**src/rtl/spi_master_fifo.sv**
```systemverilog
// Synchronous FIFO between the SPI register interface and the SPI controller.
// Works for any depth >= 2: pointers wrap explicitly and do not rely on a power-of-2 depth.
module spi_master_fifo #(
    parameter int DATA_WIDTH       = 32,
    parameter int BUFFER_DEPTH     = 10,
    parameter int LOG_BUFFER_DEPTH = $clog2(BUFFER_DEPTH)
) (
    input  logic                        HCLK,
    input  logic                        HRESETn,
    input  logic                        clr_i,
    output logic [LOG_BUFFER_DEPTH:0]   elements_o,
    input  logic [DATA_WIDTH-1:0]       data_i,
    input  logic                        valid_i,
    output logic                        ready_o,
    output logic [DATA_WIDTH-1:0]       data_o,
    output logic                        valid_o,
    input  logic                        ready_i,
    output logic                        overflow_o,
    output logic                        underflow_o
);

    localparam logic [LOG_BUFFER_DEPTH-1:0] LAST = LOG_BUFFER_DEPTH'(BUFFER_DEPTH - 1);
    localparam logic [LOG_BUFFER_DEPTH:0]   FULL = (LOG_BUFFER_DEPTH + 1)'(BUFFER_DEPTH);

    logic [DATA_WIDTH-1:0]       mem [BUFFER_DEPTH];
    logic [LOG_BUFFER_DEPTH-1:0] wr_ptr, rd_ptr;
    logic [LOG_BUFFER_DEPTH:0]   count;
    logic                        push, pop;

    assign ready_o    = (count < FULL);
    assign valid_o    = (count != '0);
    assign elements_o = count;
    assign data_o     = mem[rd_ptr];
    assign push       = valid_i & ready_o;
    assign pop        = ready_i & valid_o;

    always_ff @(posedge HCLK or negedge HRESETn) begin
        if (!HRESETn) begin
            wr_ptr      <= '0;
            rd_ptr      <= '0;
            count       <= '0;
            overflow_o  <= 1'b0;
            underflow_o <= 1'b0;
            for (int i = 0; i < BUFFER_DEPTH; i++) mem[i] <= '0;
        end else if (clr_i) begin
            // Flush drops any same-cycle traffic but leaves storage untouched.
            wr_ptr      <= '0;
            rd_ptr      <= '0;
            count       <= '0;
            overflow_o  <= 1'b0;
            underflow_o <= 1'b0;
        end else begin
            overflow_o  <= valid_i & ~ready_o;
            underflow_o <= ready_i & ~valid_o;
            if (push) begin
                mem[wr_ptr] <= data_i;
                wr_ptr      <= (wr_ptr == LAST) ? '0 : wr_ptr + 1'b1;
            end
            if (pop)
                rd_ptr <= (rd_ptr == LAST) ? '0 : rd_ptr + 1'b1;
            if (push && !pop)
                count <= count + 1'b1;
            else if (pop && !push)
                count <= count - 1'b1;
        end
    end

endmodule
```
**config.mk**
```make
export PLATFORM = sky130hd
export DESIGN_NAME = spi_master_fifo
export DESIGN_NICKNAME = d
export VERILOG_FILES = /design/src/rtl/spi_master_fifo.sv
export SDC_FILE = /design/constraint.sdc
export NUM_CORES = 1
export LEC_CHECK = 0
export CAP_MARGIN = 10
export CELL_PAD_IN_SITES_DETAIL_PLACEMENT = 0
export CELL_PAD_IN_SITES_GLOBAL_PLACEMENT = 1
export CORE_MARGIN = 2
export CORE_UTILIZATION = 45
export CTS_CLUSTER_DIAMETER = 40
export DETAILED_ROUTE_END_ITERATION = 16
export PLACE_DENSITY = 0.71
export SLEW_MARGIN = 10
export SYNTH_ARGS = -nofsm -noshare
export SYNTH_HDL_FRONTEND = slang
export SYNTH_SLANG_ARGS = --single-unit
```
**constraint.sdc**
```tcl
create_clock -name HCLK -period 3.1 [get_ports HCLK]
set_clock_uncertainty 0.05 [all_clocks]
set_input_delay 0.31 -clock HCLK [delete_from_list [all_inputs] [get_ports HCLK]]
set_output_delay 0.31 -clock HCLK [all_outputs]
set_load 0.02 [all_outputs]
```
Word-level counts from Yosys, hierarchy flattened
Index checks and enable logic that the tools add are counted.

Output and inout port bits: 41. Bits of input ports: 37. Logic and storage cells: 61. Register bits: 335.

Bitwise logic cells: 9. Muxes and demuxes: 17. Reduce and logical (&&, ||, !) cells: 10. $add $sub $neg: 4. Magnitude comparators: 4. Equality and inequality tests: 2.

Operator list (count): $bwmux 320 (1); $bmux 32 s4 (1); $demux 32 s4 (1); $mux 32 (3); $mux 4 (6); $mux 5 (3); $ge 5x5->1 const B (2); $not 4->5 (2); $add 4x1->4 const B (2); $eq 4x4->1 const B (2); $add 5x1->5 const B (1); $lt 5x1->1 const B (1); $lt 5x4->1 const B (1); $reduce_bool 5->1 (1); $sub 5x1->5 const B (1); $and 1x1->1 (4); $reduce_bool 2->1 (2); $logic_and 1x1->1 (3); $not 1->1 (3); $reduce_bool 3->1 (1); $logic_not 1->1 (2); $mux 1 (2); $reduce_and 2->1 (1).

Longest topological paths before layout
Gate-level depths: netlist of the first run.

Depth in word-level cells: 7. Gate-level depth with buffers: 9. Mapped depth without buffers: 8.

Worst setup path before layout of the first run
Ideal clock, no wire load.

Kind: reg2reg. Start point: register count[4] (netlist: elements_o[4]). End point: register count[4] (netlist: elements_o[4]). Cell stages (with the launch flop): 9. Slack: 0.153 ns. Setup time: 0.124 ns. Buffers on the path: 0. Arrival time: 2.773 ns. Clock period less this slack: 2.947 ns. Required time: 2.926 ns. Path through: dfrtp_1 > or4_4 > o21ai_4 > or2b_1 > fa_1 > a21o_1 > a21oi_1 > a21boi_0 > o31a_1.

Cells in the longest elaborated chain, start to end: 6. Elaborated cells on any way between the ends: 14. Classes of those cells: add/sub: 2; order compare: 1; mux: 3; bitwise: 2; reduce/logical: 6.

RTL lines: start: declaration (RTL line 27) `logic [LOG_BUFFER_DEPTH:0] count;`; start signal: assignment (RTL line 62) `count <= count + 1'b1;`; start signal: assignment (RTL line 64) `count <= count - 1'b1;`; branches (longest 6 deep; another with $lt 5x4->1).

Parallel ways; which one is timed is not known. The select of a mux whose other input is x is not followed. A chain may end at the register's enable or synchronous reset.

Final worst setup path of the first run
Start point: register rd_ptr[0]. End point: output data_o[18].

Cells in the longest elaborated chain, start to end: 4.

RTL lines: start: declaration (RTL line 26) `logic [LOG_BUFFER_DEPTH-1:0] wr_ptr, rd_ptr;`; start signal: assignment (RTL line 60) `rd_ptr <= (rd_ptr == LAST) ? '0 : rd_ptr + 1'b1;`; $not 4->5 (implied by the code) (RTL line 33) `assign data_o = mem[rd_ptr];`; $bmux 32 s4 (RTL line 33); $mux 32 (implied by the code) (2 in series) (RTL line 33); end: declaration (RTL line 15) `output logic [DATA_WIDTH-1:0] data_o,`.

Every way passes these cells. The select of a mux whose other input is x is not followed.

==> results_tabular.tex, run 1 <==
\begin{tabular}{lr}
\hline
Metric & Value \\
\hline
\multicolumn{2}{l}{\textbf{STA}} \\
\quad Final Setup Violations & 0 \\
\quad Transition at the pin with the smallest max-transition slack & 0.685 ns \\
\quad Post-route clock period utilization & 97.9\% \\
\quad Max Slew Vio Count & 0 \\
\quad Fin Setup TNS & 0 ns \\
\quad Time the final worst path needs with I/O delays and setup & 3.03 ns \\
\quad Final hold violation count & 0 \\
\quad Slew Limit Headroom & 54.3\% \\
\quad Fmax & 330 MHz \\
\quad Unrepaired setup endpoints after global routing & false \\
\multicolumn{2}{l}{\textbf{Logic synthesis}} \\
\quad Library cell occupying the most area in the post-synthesis netlist & dfrtp\_1 \\
\quad Post-synthesis cell area & 0.0155 sq mm \\
\quad Largest cells by area after synthesis & dfrtp\_1, mux2\_2, mux4\_2 \\
\quad Post-synthesis net count & 1095 \\
\quad Cell count after synthesis & 1051 \\
\quad Synth Register Bits & 335 \\
\quad Area share of the leading cell type in the synthesized netlist & 54.2\% \\
\quad Post-Syn Area per Cell & 14.7 sq um \\
\quad Sequential share of the synthesized area & 54.2\% \\
\quad Number of warnings printed during yosys synthesis & 0 \\
\quad Number of unique standard cell types used by synthesis & 43 \\
\multicolumn{2}{l}{\textbf{Die}} \\
\quad I/O pin total & 78 \\
\quad Die Y & 189 um \\
\quad Row count & 67 \\
\quad Initial Utilization & 45.9\% \\
\quad Die Area & 0.0359 sq mm \\
\quad Core area & 0.0337 sq mm \\
\quad Die width & 189 um \\
\multicolumn{2}{l}{\textbf{Routing}} \\
\quad Routed Wire Length & 34900 um \\
\quad Via count of the routed design & 9080 \\
\quad Wire per inst & 21.6 um \\
\quad Drc violations & 0 \\
\quad Initial detailed-routing violation count & 297 \\
\quad Antenna Nets Post-Route & 0 \\
\quad Vias per cell & 5.63 \\
\quad First-pass detailed-route iteration total & 4 \\
\multicolumn{2}{l}{\textbf{Global route}} \\
\quad Congestion Overflow GR & 0 \\
\quad Via count of the first global-routing pass & 9702 \\
\quad GRT Resource Usage Total & 20.1\% \\
\quad Wire length of the first global-routing pass & 56500 um \\
\quad Maximum number of pins on one net before global-route repair & 85 \\
\quad Initial antenna violation count & 1 \\
\multicolumn{2}{l}{\textbf{Place}} \\
\quad HPWL Detailed & 20300 um \\
\quad Instance area after placement & 0.0169 sq mm \\
\quad RePlAce Congestion & 0.719 \\
\quad Port Buffer Count & 77 \\
\multicolumn{2}{l}{\textbf{Run}} \\
\quad Number of maximum-capacitance constraint violations & 0 \\
\multicolumn{2}{l}{\textbf{CTS}} \\
\quad TritonCTS clock tree & done \\
\quad CTS Buf Count & 48 \\
\quad Source-to-sink clock delay at the later pin of the worst-skew pair & 0.52 ns \\
\quad Clk Tree Root Cell & clkbuf\_16 \\
\quad Clock-pin slew reported for the worst setup and hold paths after clock tree synthesis & 0.05 ns \\
\quad Total number of clock tree sinks & 335 \\
\quad Clock Path Buffers & 3 \\
\quad Depth of the CTS H-tree & 2 \\
\multicolumn{2}{l}{\textbf{Pwr}} \\
\quad Leakage power of the design & 8.60 nW \\
\quad Largest voltage drop on the vdd net & 0.428 mV \\
\quad Power density normalized to cell area & 842 mW/mm\^{}2 \\
\multicolumn{2}{l}{\textbf{Finish}} \\
\quad Layout Cell Area excl Fill & 0.0186 sq mm \\
\quad Number of nets in the layout & 1173 \\
\quad Most common library cell in the layout ignoring fill and taps & mux2\_2 \\
\quad Fraction of final layout cells sized beyond drive strength 1 & 49.7\% \\
\quad Most frequent cells in the layout & mux2\_2, dfrtp\_1, mux4\_2 \\
\quad ANT cells & 0 \\
\quad Area growth from synthesis to layout & 20.1\% \\
\multicolumn{2}{l}{\textbf{Critical path}} \\
\quad Family with the most delay on the worst path & buffers and inverters \\
\quad Worst path arrival time & 2.67 ns \\
\quad Startpoint types & flip-flop \\
\quad Critical path endpoint category & primary output \\
\quad Buf+Inv Stages, Crit Path & 3 \\
\quad Req. time, crit path & 2.74 ns \\
\quad Largest fanout of any net on the critical path & 13 \\
\quad Type of the worst setup path & flip-flop to primary output \\
\quad Number of cells on the critical path & 6 \\
\quad Slowest-stage cell, CP & mux4\_2 \\
\quad Cells along the critical path & buf\_4 -> buf\_12 -> mux4\_2 -> a221oi\_2 -> a21oi\_1 -> dlygate4sd2\_1 \\
\quad Count of cells along the worst register-to-register path & 8 \\
\quad Largest stage delay on the critical path & 0.52 ns \\
\multicolumn{2}{l}{\textbf{Min path}} \\
\quad Kind of path behind the tightest hold check & input port to async pin \\
\multicolumn{2}{l}{\textbf{Run status}} \\
\quad Run status & completed \\
\hline
\end{tabular}
flip-flops by register name, indices dropped and copies added, names as in the netlist:
| signal | count |
|---|---|
| elements_o | 5 |
| mem | 320 |
| overflow_o | 1 |
| rd_ptr | 4 |
| underflow_o | 1 |
| wr_ptr | 4 |
worst register-to-register path, cell delays in order, from the launching register on:
cell and delay, ns:
dfrtp_1 0.46, o21a_1 0.28, or3_2 0.44, or2b_1 0.27, fa_1 0.41, a21o_1 0.19
a21oi_1 0.20, a21boi_0 0.12, o31a_1 0.28
cells in the mapped netlist:
| cell | number |
|---|---|
| nand4_1 | 1 |
| dfrtp_1 | 335 |
| nand4b_1 | 2 |
| nor3_1 | 2 |
| and4b_2 | 1 |
| buf_1 | 35 |
| a21boi_0 | 1 |
| mux2_1 | 1 |
| o21ai_4 | 1 |
| and4_1 | 1 |
| nor4_4 | 1 |
| xor2_1 | 2 |
| o31a_1 | 1 |
| nor4_1 | 1 |
| or3_2 | 4 |
| clkbuf_1 | 25 |
| xnor2_2 | 1 |
| nand3_1 | 10 |
| or4_4 | 1 |
| mux4_2 | 64 |
| clkbuf_2 | 1 |
| and3_1 | 1 |
| nor2_1 | 9 |
| nand2_1 | 47 |
| a21oi_1 | 39 |
| xnor2_1 | 1 |
| mux2i_1 | 3 |
| mux2_2 | 352 |
| o21a_1 | 2 |
| or2b_1 | 1 |
| a21o_1 | 1 |
| or2_2 | 1 |
| nor3b_1 | 1 |
| ha_1 | 6 |
| nor2b_1 | 7 |
| buf_2 | 39 |
| o21ai_0 | 5 |
| inv_1 | 5 |
| fa_1 | 1 |
| or3_1 | 2 |
| a31oi_1 | 2 |
| a221oi_1 | 32 |
| buf_4 | 3 |
layout make-up:
type | instances | area (sq um)
Multi-Input combinational cell | 608 | 6720
Clock inverter | 24 | 245
Clock buffer | 63 | 1310
Sequential cell | 335 | 8390
Tap cell | 448 | 561
Timing Repair Buffer | 131 | 1330
Inverter | 5 | 18.8
Fill cell | 2742 | 15100
timing repair:
item	4_1_cts	5_1_grt
resized for setup	31	9
setup buffers	5	1
endpoints found under the setup margin	32	13
hold buffers	1	0
endpoints found under the hold margin	78	0
stage by stage:
step	worst slack (ns)	utilization, %	power (mW)	std cells	hold WS [ns]
after floorplan	0.153	-	8.95	1051	-0.0356
after global placement	0.135	50.3	10.6	1520	0.313
after detailed placement	0.142	50.3	10.7	1520	0.315
after CTS	0.00108	55.0	15.8	1613	0.360
after global routing	0.00191	55.1	16.5	1614	0.381
final	0.0659	55.1	15.6	1614	0.321
worst paths after layout:
kind,startpoint,end,slack [ns]
max in group asynchronous,HRESETn,mem[116]$_DFFE_PN0P_,1.78
min,HRESETn,elements_o[0]$_DFFE_PN0P_,0.32
min in group HCLK,mem[68]$_DFFE_PN0P_,mem[68]$_DFFE_PN0P_,0.44
max reg2reg,elements_o[1]$_DFFE_PN0P_,elements_o[4]$_DFFE_PN0P_,0.29
max,rd_ptr[0]$_DFFE_PN0P_,data_o[18],0.07
min reg2reg,mem[68]$_DFFE_PN0P_,mem[68]$_DFFE_PN0P_,0.44
cells by family after synthesis:
kind of cell | count (synthesis) | share of synthesized area [%]
DFF | 335 | 54.2
muxes | 420 | 35.2
xor gates and xnor gates | 4 | 0.275
AOI/OAI and AO/OA | 84 | 3.67
buffers and inverters | 108 | 3.02
adders and majority gates | 7 | 0.615
and+or+nand+nor | 93 | 3.02
per-layer routing:
layer / share of wire (%) / up-vias / wire length, um / track usage, %
met4: 1.6 / 0 / 541 / 4.35
met3: 3.7 / 52 / 1300 / 2.59
met2: 47 / 148 / 16300 / 32.4
met1: 48 / 4810 / 16700 / 29.4
met5: 0 / - / 0 / 0
li1: - / 4070 / - / -
where the power goes:
group	switching (mW)	internal, mW
clock	1.97	3.23
combinational	2.07	2.55
sequential	0.482	5.33
Power figures use the tool's default switching activity.
==> run 2: changes to the inputs <==
--- a/config.mk
+++ b/config.mk
@@ -12,7 +12,8 @@
 export CORE_UTILIZATION = 45
 export CTS_CLUSTER_DIAMETER = 40
 export DETAILED_ROUTE_END_ITERATION = 16
-export PLACE_DENSITY = 0.71
+export DONT_BUFFER_PORTS = 1
+export PLACE_DENSITY = 0.67
 export SLEW_MARGIN = 10
 export SYNTH_ARGS = -nofsm -noshare
 export SYNTH_HDL_FRONTEND = slang
==> run 2 against run 1 <==
The flow now finishes with violations (negative hold slack). Combinational power decreased by 15%. Largest cell class unchanged. Largest power group is now clock. Sequential power about the same. Critical path depth decreased by 2. Hold slack got worse by 0.91 ns.
==> results_tabular.tex, run 2 (synthesis gave the netlist of run 1 again) <==
\begin{tabular}{lr}
\hline
Metric & Value \\
\hline
\multicolumn{2}{l}{\textbf{Die}} \\
\quad Die Area & 0.0359 sq mm \\
\quad Die width & 189 um \\
\quad Initial Utilization & 45.9\% \\
\quad Row count & 67 \\
\quad Die Y & 189 um \\
\quad Core area & 0.0337 sq mm \\
\quad I/O pin total & 78 \\
\multicolumn{2}{l}{\textbf{Global route}} \\
\quad Top Usage Layer GRT & met2 \\
\quad Met3 Usage GRT & 3.95\% \\
\quad Initial antenna violation count & 2 \\
\quad Met1 track demand over resource in global routing & 28.3\% \\
\quad Wire length of the first global-routing pass & 55900 um \\
\quad Via count of the first global-routing pass & 9365 \\
\quad Global routing met2 resource utilization & 32.1\% \\
\quad Maximum number of pins on one net before global-route repair & 336 \\
\quad GRT Resource Usage Total & 20.1\% \\
\quad Congestion Overflow GR & 0 \\
\multicolumn{2}{l}{\textbf{Routing}} \\
\quad Via count of the routed design & 8942 \\
\quad Routed Wire Length & 34800 um \\
\quad Vias per cell & 5.70 \\
\quad Drc violations & 0 \\
\quad First-pass detailed-route iteration total & 8 \\
\quad Initial detailed-routing violation count & 492 \\
\quad Wire per inst & 22.2 um \\
\quad Antenna Nets Post-Route & 0 \\
\multicolumn{2}{l}{\textbf{Place}} \\
\quad HPWL Detailed & 19000 um \\
\quad Placed cell count & 1435 \\
\quad Port Buffer Count & 0 \\
\quad RePlAce Congestion & 0.701 \\
\multicolumn{2}{l}{\textbf{STA}} \\
\quad Transition at the pin with the smallest max-transition slack & 1.25 ns \\
\quad Fmax & 335 MHz \\
\quad Final hold violation count & 335 \\
\quad Max Slew Vio Count & 0 \\
\quad WHS & -0.593 ns \\
\quad Slew Limit Headroom & 16.8\% \\
\quad Post-route clock period utilization & 96.3\% \\
\quad Unrepaired setup endpoints after global routing & false \\
\quad Fin Setup TNS & 0 ns \\
\quad Final Setup Violations & 0 \\
\quad Time the final worst path needs with I/O delays and setup & 2.98 ns \\
\multicolumn{2}{l}{\textbf{Finish}} \\
\quad Number of nets in the layout & 1120 \\
\quad Largest register by flop count & mem \\
\quad Area of the multi-input gates & 0.00667 sq mm \\
\quad Most common library cell in the layout ignoring fill and taps & mux2\_2 \\
\quad Fraction of final layout cells sized beyond drive strength 1 & 51.1\% \\
\quad Sequential cell area & 0.00839 sq mm \\
\quad Area growth from synthesis to layout & 17.3\% \\
\quad Largest register FFs & 320 \\
\quad Fill cell count & 2814 \\
\quad Most frequent cells in the layout & mux2\_2, dfrtp\_1, mux4\_2 \\
\quad Number of standard cells in the layout, taps in and fillers out & 1569 \\
\multicolumn{2}{l}{\textbf{CTS}} \\
\quad TritonCTS clock tree & done \\
\quad Count of hold buffers inserted by post-cts repair & 35 \\
\quad Source-to-sink clock delay at the later pin of the worst-skew pair & 0.57 ns \\
\quad Clock Path Buffers & 3 \\
\quad Postcts setup bufs & 0 \\
\quad Clock-pin slew reported for the worst setup and hold paths after clock tree synthesis & 0.05 ns \\
\quad Depth of the CTS H-tree & 2 \\
\quad Total number of clock tree sinks & 335 \\
\quad Clk Tree Root Cell & clkbuf\_16 \\
\quad \# resized after CTS & 0 \\
\quad CTS Buf Count & 52 \\
\multicolumn{2}{l}{\textbf{Pwr}} \\
\quad Power density normalized to cell area & 866 mW/mm\^{}2 \\
\quad Leakage power of the design & 8.39 nW \\
\quad Largest voltage drop on the vdd net & 0.609 mV \\
\multicolumn{2}{l}{\textbf{Critical path}} \\
\quad Worst path arrival time & 2.62 ns \\
\quad Req. time, crit path & 2.74 ns \\
\quad Type of the worst setup path & flip-flop to primary output \\
\quad Startpoint types & flip-flop \\
\quad Critical path endpoint category & primary output \\
\quad Largest fanout of any net on the critical path & 49 \\
\quad Count of cells along the worst register-to-register path & 8 \\
\quad Worst R2R Setup Slack & 0.20 ns \\
\multicolumn{2}{l}{\textbf{Run}} \\
\quad Number of maximum-capacitance constraint violations & 0 \\
\multicolumn{2}{l}{\textbf{Min path}} \\
\quad Kind of path behind the tightest hold check & input port to async pin \\
\multicolumn{2}{l}{\textbf{Run status}} \\
\quad Run status & finished, violations left \\
\quad Violated checks & negative hold slack \\
\hline
\end{tabular}
-- run 2: worst max-delay path, stage by stage, from the launching register on --
cell and delay, ns:
dfrtp_4 0.44, buf_12 0.35, mux4_2 0.55, a221oi_1 0.46, a21oi_1 0.22
-- run 2: power breakdown --
group | switching (mW) | internal (mW) | total (mW)
clock | 2.20 | 3.78 | 5.98
sequential | 0.467 | 5.33 | 5.80
combinational | 1.90 | 2.04 | 3.94
total | 4.57 | 11.2 | 15.7
-- run 2: path summary, 6_finish.rpt --
kind,start,endpoint
hold / removal,HRESETn,elements_o[0]$_DFFE_PN0P_
min in group HCLK,ready_i,elements_o[4]$_DFFE_PN0P_
setup reg to reg,elements_o[1]$_DFFE_PN0P_,elements_o[4]$_DFFE_PN0P_
max in group asynchronous,HRESETn,mem[126]$_DFFE_PN0P_
hold reg to reg,mem[68]$_DFFE_PN0P_,mem[68]$_DFFE_PN0P_
setup / recovery,rd_ptr[0]$_DFFE_PN0P_,data_o[11]
-- run 2: routing by layer --
layer | wire, um | vias up
met3 | 1460 | 51
met1 | 16200 | 4782
li1 | - | 3965
met4 | 644 | 2
met5 | 13 | -
met2 | 16600 | 142
-- run 2: area by class of cell --
type	count	share of cell area (%)
diodes	1	0.0138
inverters	5	0.103
repair buffers	74	3.75
flip-flops and latches	335	46.2
multi-input cells	608	36.7
well taps	448	3.09
clock buffers	67	8.03
clock inverters	31	2.05
-- run 2: stage by stage --
step	hold WS [ns]	cell area, sq um	utilization (%)	total power, mW	worst slack, ns
6_report	-0.593	18200	53.9	15.7	0.116
5_1_grt	-0.620	18200	53.9	16.5	0.00130
4_1_cts	-0.631	18100	53.9	15.9	0.0905
3_5_place_dp	-0.0245	16000	47.4	9.78	0.227
3_3_place_gp	-0.0266	16000	47.4	9.70	0.261
2_1_floorplan	-0.0356	15500	-	8.95	0.153
